`src/rtl/disp_pkg.sv`:
```
// Character and state definitions shared by the scroller and the seven-segment display driver.
// Holds only constants and types; it has no timing or flow-control behaviour of its own.
// Characters are CHAR_W-bit codes, and CHAR_BLANK switches a digit off.
package disp_pkg;

    localparam int CHAR_W     = 5;
    localparam int NUM_DIGITS = 8;
    localparam int WIN_W      = CHAR_W * NUM_DIGITS;

    localparam logic [CHAR_W-1:0] CHAR_BLANK = 5'h1F;

    localparam logic [CHAR_W-1:0] DIG_0 = 5'd0;
    localparam logic [CHAR_W-1:0] DIG_1 = 5'd1;
    localparam logic [CHAR_W-1:0] DIG_2 = 5'd2;
    localparam logic [CHAR_W-1:0] DIG_3 = 5'd3;
    localparam logic [CHAR_W-1:0] DIG_4 = 5'd4;
    localparam logic [CHAR_W-1:0] DIG_5 = 5'd5;
    localparam logic [CHAR_W-1:0] DIG_6 = 5'd6;
    localparam logic [CHAR_W-1:0] DIG_7 = 5'd7;
    localparam logic [CHAR_W-1:0] DIG_8 = 5'd8;
    localparam logic [CHAR_W-1:0] DIG_9 = 5'd9;

    typedef enum logic [2:0] {
        ST_IDLE,
        ST_LOAD,
        ST_STATIC,
        ST_HOLD,
        ST_SCROLL
    } scr_state_e;

endpackage

```
`src/rtl/scroll_tick.sv`:
```
// Scroll step strobe: a free-running modulo-TICK_DIV counter that pulses tick_o on its last count.
// tick_o is combinational from the count and is high for exactly one cycle out of every TICK_DIV.
// clr_i restarts the count from zero and masks the tick in that cycle; there is no backpressure.
module scroll_tick #(
    parameter int TICK_DIV = 50_000_000
) (
    input  logic clk,
    input  logic rst_n,
    input  logic clr_i,
    output logic tick_o
);

    localparam int CW = $clog2(TICK_DIV);
    localparam logic [CW-1:0] LAST = CW'(TICK_DIV - 1);

    logic [CW-1:0] cnt_q, cnt_d;

    always_comb begin
        cnt_d = cnt_q + 1'b1;
        if (clr_i || (cnt_q == LAST)) begin
            cnt_d = '0;
        end
    end

    assign tick_o = !clr_i && (cnt_q == LAST);

    always_ff @(posedge clk or negedge rst_n) begin
        if (!rst_n) begin
            cnt_q <= '0;
        end else begin
            cnt_q <= cnt_d;
        end
    end

endmodule

```
`src/rtl/msg_scroller.sv`:
```
// Feeds the 8-digit display: shows a short message in place, or scrolls a longer one in a loop.
// A load handshake is followed by one LOAD cycle; the new window appears on instruction one cycle later.
// load_ready is low only during LOAD; the display output itself has no backpressure.
module msg_scroller
    import disp_pkg::*;
#(
    parameter int MSG_LEN    = 16,
    parameter int TICK_DIV   = 50_000_000,
    parameter int HOLD_STEPS = 2
) (
    input  logic                      clk,
    input  logic                      rst_n,
    input  logic [CHAR_W*MSG_LEN-1:0] msg_in,
    input  logic [4:0]                msg_len,
    input  logic                      load_valid,
    output logic                      load_ready,
    output logic [WIN_W-1:0]          instruction,
    output logic                      busy,
    output logic                      wrap
);

    localparam int HW = (HOLD_STEPS > 1) ? $clog2(HOLD_STEPS) : 1;
    localparam logic [HW-1:0] HOLD_LAST = HW'(HOLD_STEPS - 1);

    scr_state_e        state_q, state_d;
    logic [CHAR_W-1:0] buf_q [MSG_LEN];
    logic [5:0]        len_q, len_sat, span, p_q, p_d, p_inc, idx;
    logic [HW-1:0]     hold_q, hold_d;
    logic [WIN_W-1:0]  instr_q, instr_d;
    logic              busy_q, busy_d, wrap_q, wrap_d;
    logic              hs, tick, tick_clr;
    logic [CHAR_W-1:0] ch;

    assign load_ready  = (state_q != ST_LOAD);
    assign hs          = load_valid && load_ready;
    assign instruction = instr_q;
    assign busy        = busy_q;
    assign wrap        = wrap_q;
    assign tick_clr    = (state_q == ST_LOAD);

    assign len_sat = ({1'b0, msg_len} > 6'(MSG_LEN)) ? 6'(MSG_LEN) : {1'b0, msg_len};
    // The message is followed by eight blanks before it repeats.
    assign span    = len_q + 6'd8;
    assign p_inc   = ((p_q + 6'd1) == span) ? 6'd0 : p_q + 6'd1;

    scroll_tick #(
        .TICK_DIV (TICK_DIV)
    ) u_tick (
        .clk    (clk),
        .rst_n  (rst_n),
        .clr_i  (tick_clr),
        .tick_o (tick)
    );

    always_comb begin
        state_d = state_q;
        p_d     = p_q;
        hold_d  = hold_q;
        wrap_d  = 1'b0;
        if (hs) begin
            state_d = ST_LOAD;
        end else begin
            case (state_q)
                ST_LOAD: begin
                    p_d    = '0;
                    hold_d = '0;
                    if (len_q == 6'd0)       state_d = ST_IDLE;
                    else if (len_q <= 6'd8)  state_d = ST_STATIC;
                    else                     state_d = ST_HOLD;
                end
                ST_HOLD: begin
                    // The final hold tick is also the first scroll step.
                    if (tick) begin
                        if (hold_q == HOLD_LAST) begin
                            hold_d  = '0;
                            p_d     = p_inc;
                            state_d = ST_SCROLL;
                        end else begin
                            hold_d = hold_q + 1'b1;
                        end
                    end
                end
                ST_SCROLL: begin
                    if (tick) begin
                        p_d = p_inc;
                        if (p_inc == 6'd0) begin
                            wrap_d  = 1'b1;
                            state_d = ST_HOLD;
                        end
                    end
                end
                default: ;
            endcase
        end
    end

    // The LOAD cycle keeps the previous frame; the new window shows once LOAD has resolved.
    always_comb begin
        instr_d = instr_q;
        busy_d  = busy_q;
        idx     = '0;
        ch      = CHAR_BLANK;
        if (state_d != ST_LOAD) begin
            busy_d = (state_d == ST_HOLD) || (state_d == ST_SCROLL);
            for (int k = 0; k < NUM_DIGITS; k++) begin
                idx = p_d + 6'(k);
                if (idx >= span) begin
                    idx = idx - span;
                end
                ch = CHAR_BLANK;
                if (state_d != ST_IDLE) begin
                    for (int j = 0; j < MSG_LEN; j++) begin
                        if ((idx == 6'(j)) && (idx < len_q)) begin
                            ch = buf_q[j];
                        end
                    end
                end
                instr_d[(NUM_DIGITS-1-k)*CHAR_W +: CHAR_W] = ch;
            end
        end
    end

    always_ff @(posedge clk or negedge rst_n) begin
        if (!rst_n) begin
            state_q <= ST_IDLE;
            p_q     <= '0;
            hold_q  <= '0;
            len_q   <= '0;
            instr_q <= '1;
            busy_q  <= 1'b0;
            wrap_q  <= 1'b0;
        end else begin
            state_q <= state_d;
            p_q     <= p_d;
            hold_q  <= hold_d;
            instr_q <= instr_d;
            busy_q  <= busy_d;
            wrap_q  <= wrap_d;
            if (hs) begin
                len_q <= len_sat;
            end
        end
    end

    always_ff @(posedge clk) begin
        if (hs) begin
            for (int i = 0; i < MSG_LEN; i++) begin
                buf_q[i] <= msg_in[i*CHAR_W +: CHAR_W];
            end
        end
    end

endmodule

```
`config.mk`:
```
export PLATFORM = sky130hd
export DESIGN_NAME = msg_scroller
export DESIGN_NICKNAME = d
export VERILOG_FILES = /design/src/rtl/disp_pkg.sv /design/src/rtl/scroll_tick.sv /design/src/rtl/msg_scroller.sv
export SDC_FILE = /design/constraint.sdc
export NUM_CORES = 1
export LEC_CHECK = 0
export BUFFER_PORTS_ARGS = -buffer_cell sky130_fd_sc_hd__buf_2
export CORE_MARGIN = 2
export CORE_UTILIZATION = 50
export DETAILED_ROUTE_END_ITERATION = 7
export HOLD_SLACK_MARGIN = 0.06
export PLACE_DENSITY = 0.71
export SYNTH_ARGS = -nofsm -noshare
export SYNTH_HDL_FRONTEND = slang
export SYNTH_SLANG_ARGS = --single-unit
```
`constraint.sdc`:
```
create_clock -name clk -period 9 [get_ports clk]
set_clock_uncertainty 0.15 [all_clocks]
set_input_delay 0.45 -clock clk [delete_from_list [all_inputs] [get_ports clk]]
set_output_delay 0.45 -clock clk [all_outputs]
set_load 0.05 [all_outputs]
```
==> results.cfg <==
[setup_path]
max_stage_delay_ps = 690
cp-endpoint = instruction[30]
critPathCaptureType = register
critPathLaunchType = register
worstPathRequired_ps = 9230
cp_data_arrival_time_ps = 8670
r2r-start = p_q[0]
path_class = reg2reg
r2r_cells = 29
rr_endpoint = instruction[30]
crit_path_top_delay_cell = or4_1
critPathMaxFanout = 13
cpMostUsedCell = ha_1
r2r_slack_ps = 560
worstSetupStartpoint = p_q[0]

[cts]
clk-insertion-delay-late_ps = 470
cts_tree = yes
ctsRootBufferMaster = clkbuf_16
cts.path.max_buffers = 2
clk_pin_slew_worst_paths_ps = 80
cts.sinks = 163
numCtsBuffers = 17
h-tree-depth = 4

[placed_design]
placed_cells = 2816
hpwl_mm = 52.0
placed_area_sq_um = 18100
gp_congestion = 1.04
pre_cts_ws_ps = 183
portBuffers = 130

[synth]
muxShareOfSynthArea = 0.0243
async_flop_share = 0.509
synthTopCellsByCount = nand2_1, nor2_1, a21oi_1
synth_xor_xnor_area_share = 0.0410
synthDominantCellAreaShare = 0.139
synth.most_common_cell = nand2_1
yosys.area_share.simple = 0.271
synth_compound_area_frac = 0.269
synth-adder-area-share = 0.0648
ys.flop_type = edfxtp_1
netlist-cell-type-count = 112
yosysSeqAreaShare = 0.263
ys_ff_latch = 163
synth_edf_count = 80
synthCells = 2375
syn_nets = 2550
ys_top_cells_by_area = edfxtp_1, nand2_1, dfrtp_1
yosysWarnings = 0
synth_top_area_cell = edfxtp_1
synth_top_family_by_area = simple AND/OR/NAND/NOR gates
mappedNetlistArea_sq_um = 17300
avgSynthCellArea_sq_um = 7.26

[global_routing]
grt_max_degree = 85
grt_pass1_vias = 19078
antenna_found_initial = 2
grtUsageMet1 = 0.526
overflow = 0
grt.busiest_layer = met2
grt_pass1_wl_mm = 113
gr-usage-met2 = 0.618
met3_usage = 0.127
track_usage = 0.410

[sta]
max_slew.worst_pin.slew_ps = 1110
finalSetupViolations = 0
relSlewSlack = 0.262
drv_slew = 0
final-hold-violation-count = 0
setup_tns_ps = 0
period_needed_ps = 8440
fin_ws_ps = 563
final.period_utilization = 0.937
fmax_ghz = 0.119
rsz0062_at_grt = no

[drt]
antenna_left = 0
drc = 2
viasPerCell = 6.81
post_drt_wl_per_cell_um = 25.4
first_pass_iters = 8
vias = 19963
wl_mm = 74.5
drt_iter0_markers = 2858

[outcome]
status = finished, violations left
violations = design-rule violations

[floorplanning]
die-area_sq_um = 36000
num_io_pins = 131
rows = 68
start_util = 0.503
core_sq_um = 34300
fp.dieH_um = 190
die_w_um = 190

[pwr]
vdd_drop_max_mv = 0.238
p_leak_nw = 8.03
power_density_nw_per_um2 = 330

[worst_hold_path]
min_path_cells = 3
min-delay-start = msg_len[3]
hold_path.class = in2reg

[final_layout]
drive_gt1_frac = 0.142
final_cells = 2933
num-nets-final = 2639
final_util = 0.570
synthToLayoutAreaGrowth_pct = 13.3
stdcell_area_sq_um = 19600

[job]
max_cap_viol_count = 0
[layer usage]
layer  part of all wire  vias to the layer above
met5            0.00063                        -
met4              0.057                        4
met3               0.14                      380
met2               0.43                     1560
met1               0.38                     9222
li1                   -                     8797
[how the worst min path moves through the flow]
stage	to	slack [ps]
5_1_grt	len_q[2]	100
3_3_place_gp	u_tick.cnt_q[15]	240
2_1_floorplan	busy	4
6_report	len_q[3]	80
3_5_place_dp	u_tick.cnt_q[14]	240
4_1_cts	len_q[3]	70
[cell families (layout without fill, tap and decap cells)]
kind of cell	count (synthesis)	count (layout)
buffers and inverters	274	376
AO/OA/AOI/OAI	705	705
multiplexers	39	39
other	0	1
flip-flops	163	163
XOR/XNOR	79	79
adder cells (fa/ha/maj)	87	87
AND/OR/NAND/NOR	1028	1028
[placed cells by master, fill, tap and decap left out, drive strengths merged, types with 31 or more instances in the layout]
cell type / Yosys / routed
a21oi: 172 / 172
a31oi: 70 / 70
and3: 37 / 37
buf: 71 / 194
dfrtp: 43 / 43
dfstp: 40 / 40
dlygate4sd3: 0 / 81
edfxtp: 80 / 80
ha: 83 / 83
inv: 64 / 72
mux2i: 31 / 31
nand2: 485 / 485
nand3: 137 / 137
nor2: 195 / 195
nor3: 44 / 44
o21ai: 152 / 152
o22ai: 37 / 37
xnor2: 47 / 47
xor2: 32 / 32
[sequential cells by signal, summed over array words and instances, names as in the netlist]
name and count:
state_q 3, instruction 40, buf_q 80, busy 1, hold_q 1, p_q 6, len_q 5, u_tick.cnt_q 26
wrap 1
[where the power goes]
group | switching, mW | total (mW) | internal [mW]
registers | 0.412 | 1.45 | 1.04
logic | 2.76 | 4.22 | 1.46
clock network | 0.377 | 0.776 | 0.399
[per-stage QoR]
| stage | power, mW | hold WS [ps] |
|---|---|---|
| final | 6.44 | 79.7 |
| after floorplan | 4.21 | 4.41 |
| after detailed placement | 5.42 | 243 |
| after global placement | 5.37 | 242 |
| after CTS | 6.23 | 65.7 |
| after global routing | 6.79 | 101 |
[critical path, delay by kind of cell, from the launching register on]
kind,cells,cell delay (ps)
AO/OA/AOI/OAI,9,1880
flip-flops,1,530
adder cells (fa/ha/maj),4,1300
buffers and inverters,4,680
XOR/XNOR,2,380
AND/OR/NAND/NOR,10,3360
[timing repair]
item / CTS / global route
hold buffers: 81 / 0
resized for setup: 0 / 6
setup endpoints to repair: 0 / 12
endpoints found under the hold margin: 106 / 0
setup buffers: 0 / 3
[final cells by class]
cell class                      count  area, sq um
Fill cell                        3225        14700
Sequential cell                   163         4530
Multi-Input combinational cell   1938        11600
Timing Repair Buffer              275         1940
Antenna cell                        1         2.50
Tap cell                          455          569
Inverter                           69          260
Clock inverter                     13          126
Clock buffer                       19          475
Note: power is estimated with default switching activity, not from simulation.
